[config.mk]
export PLATFORM = sky130hd
export DESIGN_NAME = rej_sample_56_flat
export DESIGN_NICKNAME = d
export VERILOG_FILES = /design/src/rtl/rej_sample_56_pkg.sv /design/src/rtl/rej_sample_56_if.sv /design/src/rtl/rej_sample_56_fifo.sv /design/src/rtl/rej_sample_56.sv /design/src/flat_wrapper.sv
export SDC_FILE = /design/constraint.sdc
export NUM_CORES = 1
export LEC_CHECK = 0
export CELL_PAD_IN_SITES_DETAIL_PLACEMENT = 1
export CELL_PAD_IN_SITES_GLOBAL_PLACEMENT = 2
export CORE_MARGIN = 2
export CORE_UTILIZATION = 44
export CTS_BUF_LIST = sky130_fd_sc_hd__clkbuf_8
export DETAILED_ROUTE_END_ITERATION = 6
export GPL_TIMING_DRIVEN = 1
export MAX_ROUTING_LAYER = met4
export PLACE_DENSITY = 0.92
export SETUP_SLACK_MARGIN = 0.4
export SLEW_MARGIN = 15
export SYNTH_ARGS = -nofsm -noshare
export SYNTH_HDL_FRONTEND = slang
export SYNTH_SLANG_ARGS = --single-unit
[constraint.sdc]
create_clock -name clk -period 3.7 [get_ports clk]
set_input_delay 0.74 -clock clk [delete_from_list [all_inputs] [get_ports clk]]
set_output_delay 0.74 -clock clk [all_outputs]
set_load 0.02 [all_outputs]
[src/rtl/rej_sample_56_pkg.sv]
// Raccoon shared parameters: modulus Q, coefficient/input widths, default
// polynomial length, control FSM state encoding and the rejection compare.
// No logic, no latency, no flow control.
package rej_sample_56_pkg;

  localparam int unsigned COEF_W     = 49;
  localparam int unsigned DIN_W      = 56;
  localparam int unsigned N_COEF_DEF = 512;

  // Q = (2^24 - 2^18 + 1) * (2^25 - 2^18 + 1)
  localparam logic [COEF_W-1:0] Q = 49'd549824583172097;

  typedef enum logic [1:0] {
    ST_IDLE = 2'd0,
    ST_RUN  = 2'd1,
    ST_DONE = 2'd2
  } state_e;

  function automatic logic below_q(input logic [COEF_W-1:0] c);
    return c < Q;
  endfunction

endpackage

[src/rtl/rej_sample_56_if.sv]
// Handshake bundle between the width converter / consumer and the sampler.
// Pure wiring, zero latency.
// Din side has no backpressure; Dout side is valid/ready (D_flag/out_ready).
//   slave  : the sampler (takes start/inflag/Din/out_ready, drives the rest)
//   master : the environment driving the sampler
interface rej_sample_56_if;
  import rej_sample_56_pkg::*;

  logic              start;
  logic              inflag;
  logic [DIN_W-1:0]  Din;
  logic              out_ready;
  logic [COEF_W-1:0] Dout;
  logic              D_flag;
  logic              done;
  logic              overflow;

  modport master (
    output start, inflag, Din, out_ready,
    input  Dout, D_flag, done, overflow
  );

  modport slave (
    input  start, inflag, Din, out_ready,
    output Dout, D_flag, done, overflow
  );
endinterface

[src/rtl/rej_sample_56_fifo.sv]
// sync_fifo_fwft: first-word-fall-through buffer with synchronous flush.
// Latency: a push is visible on dout_o/empty_o the cycle after the push edge.
// Backpressure: push while full is refused unless a pop happens the same cycle.
//   clk, rst (async active-low); flush_i clears contents; push_i/din_i write;
//   pop_i reads head; dout_o head word; full_o/empty_o occupancy flags.
module sync_fifo_fwft #(
  parameter int unsigned W     = 49,
  parameter int unsigned DEPTH = 4
) (
  input  logic         clk,
  input  logic         rst,
  input  logic         flush_i,
  input  logic         push_i,
  input  logic [W-1:0] din_i,
  input  logic         pop_i,
  output logic [W-1:0] dout_o,
  output logic         full_o,
  output logic         empty_o
);
  localparam int unsigned AW   = $clog2(DEPTH);
  localparam int unsigned CNTW = AW + 1;

  logic [W-1:0]    mem_q [DEPTH];
  logic [AW-1:0]   wr_ptr_q, rd_ptr_q;
  logic [CNTW-1:0] cnt_q;
  logic            do_push, do_pop;

  assign full_o  = (cnt_q == CNTW'(DEPTH));
  assign empty_o = (cnt_q == '0);
  assign dout_o  = mem_q[rd_ptr_q];

  // Popping frees a slot in the same cycle, so a full FIFO can still take a push.
  assign do_pop  = pop_i & ~empty_o;
  assign do_push = push_i & (~full_o | do_pop);

  always_ff @(posedge clk or negedge rst) begin
    if (!rst) begin
      wr_ptr_q <= '0;
      rd_ptr_q <= '0;
      cnt_q    <= '0;
    end else if (flush_i) begin
      wr_ptr_q <= '0;
      rd_ptr_q <= '0;
      cnt_q    <= '0;
    end else begin
      if (do_push) wr_ptr_q <= wr_ptr_q + AW'(1);
      if (do_pop)  rd_ptr_q <= rd_ptr_q + AW'(1);
      case ({do_push, do_pop})
        2'b10:   cnt_q <= cnt_q + CNTW'(1);
        2'b01:   cnt_q <= cnt_q - CNTW'(1);
        default: cnt_q <= cnt_q;
      endcase
    end
  end

  // Storage needs no reset: stale words are never visible while empty.
  always_ff @(posedge clk) begin
    if (do_push && !flush_i) mem_q[wr_ptr_q] <= din_i;
  end
endmodule

[src/rtl/rej_sample_56.sv]
// Rejection sampler: keeps 49-bit candidates below Q, emits N_COEF per start.
// Latency: inflag -> D_flag is 2 cycles when the output FIFO is empty.
// Backpressure: none upstream; out_ready stalls the FIFO, overflow drops are sticky.
//   clk, rst (async active-low); bus.start/inflag/Din in; bus.out_ready in;
//   bus.Dout/D_flag out (valid/ready); bus.done while finished; bus.overflow sticky.
module rej_sample_56
  import rej_sample_56_pkg::*;
#(
  parameter int unsigned N_COEF     = N_COEF_DEF,
  parameter int unsigned FIFO_DEPTH = 4
) (
  input  logic            clk,
  input  logic            rst,
  rej_sample_56_if.slave  bus
);
  localparam int unsigned CW = $clog2(N_COEF) + 1;
  localparam logic [CW-1:0] N_C = CW'(N_COEF);

  state_e            state_q, state_d;
  logic              stg_vld_q, stg_vld_d;
  logic [COEF_W-1:0] stg_dat_q, stg_dat_d;
  logic [CW-1:0]     acc_cnt_q, acc_cnt_d;
  logic [CW-1:0]     out_cnt_q, out_cnt_d;
  logic              ovf_q, ovf_d;

  logic [COEF_W-1:0] cand;
  logic              accept;
  logic              pop;
  logic              fifo_full, fifo_empty;
  logic [COEF_W-1:0] fifo_dout;
  logic              unused_din_hi;

  // Only the low 49 bits of each converter word form the candidate.
  assign cand          = bus.Din[COEF_W-1:0];
  assign unused_din_hi = ^bus.Din[DIN_W-1:COEF_W];

  assign accept = (state_q == ST_RUN) && bus.inflag && below_q(cand)
                  && (acc_cnt_q < N_C);
  assign pop    = ~fifo_empty & bus.out_ready;

  always_comb begin
    state_d   = state_q;
    stg_vld_d = 1'b0;
    stg_dat_d = cand;
    acc_cnt_d = acc_cnt_q;
    out_cnt_d = out_cnt_q;
    ovf_d     = ovf_q;
    if (bus.start) begin
      // start wins over everything: the staged word and this cycle's input die.
      state_d   = ST_RUN;
      acc_cnt_d = '0;
      out_cnt_d = '0;
      ovf_d     = 1'b0;
    end else begin
      if (accept) begin
        stg_vld_d = 1'b1;
        acc_cnt_d = acc_cnt_q + CW'(1);
      end
      if (pop && (out_cnt_q < N_C)) out_cnt_d = out_cnt_q + CW'(1);
      if (stg_vld_q && fifo_full && !pop) ovf_d = 1'b1;
      if ((state_q == ST_RUN) && (out_cnt_d == N_C)) state_d = ST_DONE;
    end
  end

  always_ff @(posedge clk or negedge rst) begin
    if (!rst) begin
      state_q   <= ST_IDLE;
      stg_vld_q <= 1'b0;
      stg_dat_q <= '0;
      acc_cnt_q <= '0;
      out_cnt_q <= '0;
      ovf_q     <= 1'b0;
    end else begin
      state_q   <= state_d;
      stg_vld_q <= stg_vld_d;
      stg_dat_q <= stg_dat_d;
      acc_cnt_q <= acc_cnt_d;
      out_cnt_q <= out_cnt_d;
      ovf_q     <= ovf_d;
    end
  end

  sync_fifo_fwft #(
    .W     (COEF_W),
    .DEPTH (FIFO_DEPTH)
  ) u_fifo (
    .clk     (clk),
    .rst     (rst),
    .flush_i (bus.start),
    .push_i  (stg_vld_q),
    .din_i   (stg_dat_q),
    .pop_i   (pop),
    .dout_o  (fifo_dout),
    .full_o  (fifo_full),
    .empty_o (fifo_empty)
  );

  assign bus.D_flag   = ~fifo_empty;
  assign bus.Dout     = fifo_empty ? '0 : fifo_dout;
  assign bus.done     = (state_q == ST_DONE);
  assign bus.overflow = ovf_q;
endmodule

[src/flat_wrapper.sv]
// flat-port wrapper written by rule: the top's interface ports become plain ports
module rej_sample_56_flat import rej_sample_56_pkg::*;
#(
  parameter int unsigned N_COEF     = N_COEF_DEF,
  parameter int unsigned FIFO_DEPTH = 4
)
  (clk, rst, bus_start, bus_inflag, bus_Din, bus_out_ready, bus_Dout, bus_D_flag, bus_done, bus_overflow);
  rej_sample_56_if bus_i ();
  input  logic clk;
  input  logic rst;
  input wire logic [$bits(bus_i.start)-1:0] bus_start;
  input wire logic [$bits(bus_i.inflag)-1:0] bus_inflag;
  input wire logic [$bits(bus_i.Din)-1:0] bus_Din;
  input wire logic [$bits(bus_i.out_ready)-1:0] bus_out_ready;
  output wire logic [$bits(bus_i.Dout)-1:0] bus_Dout;
  output wire logic [$bits(bus_i.D_flag)-1:0] bus_D_flag;
  output wire logic [$bits(bus_i.done)-1:0] bus_done;
  output wire logic [$bits(bus_i.overflow)-1:0] bus_overflow;
  assign bus_i.start = bus_start;
  assign bus_i.inflag = bus_inflag;
  assign bus_i.Din = bus_Din;
  assign bus_i.out_ready = bus_out_ready;
  assign bus_Dout = bus_i.Dout;
  assign bus_D_flag = bus_i.D_flag;
  assign bus_done = bus_i.done;
  assign bus_overflow = bus_i.overflow;
  rej_sample_56 #(.N_COEF(N_COEF), .FIFO_DEPTH(FIFO_DEPTH)) u_core (.clk(clk), .rst(rst), .bus(bus_i));
endmodule
==> metrics.md <==
| Metric | Value |
|---|---|
| Global-route wire length before repair | 37110 um |
| R2r endpoint | u_core.u_fifo.mem_q[1][33] |
| Worst Tran Pin Value | 0.8972 ns |
| Vias in the first global route | between 6000 and 7000 |
| Power Total | around 0.0083 W |
| GPL Wtd Cong | 0.7619 |
| Grt ovf | 0 |
| Switching pwr | 0.002548 W |
| Max-slew headroom | 0.4019 |
| Uppermost routed layer | met4 |
| Antenna Cells | 0 |
| CTS clk-pin slew, worst paths | 0.06 ns |
| Cell Area, Synth | between 10000 and 15000 um^2 |
| R2r worst-path depth | 5 |
| Int Pwr | a little under 0.006 W |
| Final Max Tran Viols | 0 |
| # DRC | 0 |
| WP data arrival | approximately 2.5 ns |
| CP required | 2.96 ns |
| CTS HTree Levels | 2 |
| Origin of the critical flop-to-flop path | u_core.u_fifo.cnt_q[2] |
| Ys Warns | 0 |
| Highest clock rate | about 0.31 GHz |
| Placed Cells | between 900 and 1000 |
| Nets | approximately 800 |
| Port Buf Inserts | 105 |
| Tot GR Track Use | 0.1961 |
| TritonRoute pass-1 iters | 4 |
| Non-filler instance count after layout | 1071 |
| Post-synth top flop | edfxtp_1 |
| Design area | about 13000 um^2 |
| Clock Latency Late Sink | roughly 0.55 ns |
| CTS root buf | clkbuf_8 |
| Critical path peak fanout | 13 |
| # IOs | ~110 |
| Distinct cells, synth | 53 |
| Initial Util | 0.4497 |
| Die Area | around 25000 um^2 |
| Final Hold Vio Count | 0 |
| Rows | 56 |
| Vias/cell | roughly 5.3 |
| Met2 WL post-DR | around 12000 um |
| Fin Setup TNS | 0 ns |
| Sequential fraction of design power | 0.425 |
| Syn Nets | ~640 |
| Max clock buf depth | 3 |
| TritonCTS clock tree | yes |
| Power share of the clock group | 0.292 |
| Pin count of the biggest net entering global routing | 64 |
| Core ar. | around 24000 um^2 |
| Post-layout util | 0.5538 |
| Initial DRC count | 394 |
| Clock Skew | approximately 0.024 ns |
| Status | finished, final reports clean |
| RSZ-0062 raised after global routing | false |
| Initial antenna violation count | 0 |
| Final ANT Viol Nets | 0 |
| # fillers | approximately 2200 |
| Die height | 159.1 um |
| Final period utilization | 0.8642 |
| Sw Ratio | 0.3056 |
| FFs w/ async S/R, synth | 0.2899 |
| Setup violators final | 0 |
| WL met3 | about 1100 um |
| Synthesized flop and latch total | 276 |
| Mean Syn Cell Area | 18.48 um^2 |
| Num CTS Buffers | between 40 and 50 |
| Layout cell share with drive strength beyond 1 | 0.1875 |
| Max-cap violations | 0 |
| Worst ir drop on vdd | around 400 uV |
| Clk sink count | 276 |
| Leak pwr | just under 5 nW |
| DRT Wirelength | around 23000 um |
| Syn Inst Count | 573 |
| Worst hold path type | primary input to async pin |
| Power density over the cells | ~640 nW/um^2 |
| Worst setup EP type | primary output |
| Via count | 5662 |
| Area grow syn2layout | 23.17% |
| Placed Area | 12100 um^2 |
| WS Path Type | register to primary output |
| Gate power share | 0.284 |
| Post-synth EDFFs | 196 |
| CP startpoint kind | register |
| Sequential area share after synthesis | 0.7451 |
| Flop-to-flop setup slack | 1.12 ns |
| Detailed placement HPWL | roughly 15000 um |
| M1 wire length | just under 10000 um |
| Routed len/inst | roughly 22 um |
| Die width | between 150 and 200 um |
| Tmin final | about 3.2 ns |
## per-layer routing
metal  GRT usage  vias up
met3     0.04428       50
met2      0.3273      155
met4     0.06612        0
met1      0.2382     2949
li1            -     2508
met5           -        -
## stage by stage
step	setup slack [ns]	hold WS (ns)
after floorplan	0.9397	0.4444
after global placement	0.3515	0.4613
after detailed placement	0.2944	0.4746
after CTS	0.4067	0.3533
after global routing	0.4244	0.3672
final	0.5025	0.3171
## layout make-up
cell class,instances,area [um^2],share of cell area
Sequential cell,276,7895,0.6055
Clock buffer,45,619.3,0.04750
Multi-Input combinational cell,263,2556,0.1960
Timing Repair Buffer,124,1334,0.1023
Tap cell,319,399.1,0.03061
Inverter,7,26.28,0.002015
Clock inverter,37,209.0,0.01603
## cells in the final DEF, fill, tap and decap left out, drive strengths merged, types with 10 or more instances in the layout
cell	count
dlymetal6s2s	24
edfxtp	196
clkdlybuf4s50	67
dfrtp	80
nand2	11
nor2	27
a21oi	12
dlygate4sd2	13
buf	20
clkbuf	45
clkinv	16
nand3	10
inv	23
nor2b	54
mux4	49
## Yosys cell counts, types with 3 or more instances
| library cell | instances | area (um^2) |
|---|---|---|
| ha_1 | 6 | 75.07 |
| or3_1 | 5 | 31.28 |
| clkbuf_1 | 16 | 60.06 |
| xnor2_1 | 4 | 35.03 |
| inv_1 | 7 | 26.28 |
| dfrtp_1 | 80 | 2002 |
| edfxtp_1 | 196 | 5886 |
| and2_1 | 6 | 37.54 |
| nor2_1 | 27 | 101.4 |
| buf_2 | 8 | 40.04 |
| nand2_1 | 11 | 41.29 |
| o21ai_0 | 5 | 25.02 |
| and3_1 | 3 | 18.77 |
| nand4_1 | 7 | 43.79 |
| mux4_2 | 49 | 1104 |
| o31ai_1 | 4 | 30.03 |
| xor2_1 | 7 | 61.31 |
| or4_1 | 3 | 22.52 |
| nand3_1 | 10 | 50.05 |
| nor3_1 | 7 | 35.03 |
| nor4_1 | 7 | 43.79 |
| a21oi_1 | 12 | 60.06 |
| nor2b_1 | 54 | 337.8 |
## power groups by stage
stage | Clock [W] | Combinational [W] | Sequential [W]
6_report | 0.00243 | 0.00236 | 0.00354
5_1_grt | 0.00262 | 0.00252 | 0.00356
4_1_cts | 0.00249 | 0.00243 | 0.00355
3_5_place_dp | 0 | 0.00237 | 0.00366
3_3_place_gp | 0 | 0.00231 | 0.00363
2_1_floorplan | 0 | 0.00136 | 0.00354
## worst max-delay path, cell delays in order, from the launching register on
cell and delay, ns:
dfrtp_4 0.52, buf_16 0.19, mux4_2 0.50, nor2b_1 0.15, clkdlybuf4s50_1 0.56
## state kept, by name (all words and copies together) (netlist names)
name and count:
u_core.stg_vld_q 1, u_core.u_fifo.wr_ptr_q 2, u_core.state_q 2, u_core.u_fifo.mem_q 196, u_core.acc_cnt_q 10, u_core.out_cnt_q 10
u_core.u_fifo.rd_ptr_q 2, u_core.stg_dat_q 49, u_core.u_fifo.cnt_q 3, u_core.bus.overflow 1
## worst max-delay path by stage
stage / cells after the start / end / from
after global placement: 7 / u_core.acc_cnt_q[8] / bus_Din[25]
after CTS: 4 / bus_Dout[2] / u_core.u_fifo.rd_ptr_q[0]
final: 4 / bus_Dout[11] / u_core.u_fifo.rd_ptr_q[0]
after detailed placement: 7 / u_core.acc_cnt_q[8] / bus_Din[25]
after floorplan: 4 / u_core.u_fifo.mem_q[0][0] / bus_out_ready
after global routing: 4 / bus_Dout[25] / u_core.u_fifo.rd_ptr_q[0]
## repair_timing
| action | CTS | global route |
|---|---|---|
| hold buffers | 0 | 0 |
| gates resized for setup | 15 | 24 |
| setup endpoints to repair | 49 | 29 |
| setup buffers | 5 | 1 |
| endpoints found under the hold margin | 0 | 0 |
## kinds of logic (layout without fill, tap and decap cells)
logic type,count (synthesis),after routing,share of synthesized area
AO/OA/AOI/OAI,36,36,0.02470
XOR/XNOR,11,11,0.009100
adder cells (fa/ha/maj),7,7,0.008982
buffers and inverters,34,213,0.01442
flip-flops,276,276,0.7451
multiplexers,54,54,0.1097
AND/OR/NAND/NOR,155,155,0.08805
(Power assumes the default switching activity.)
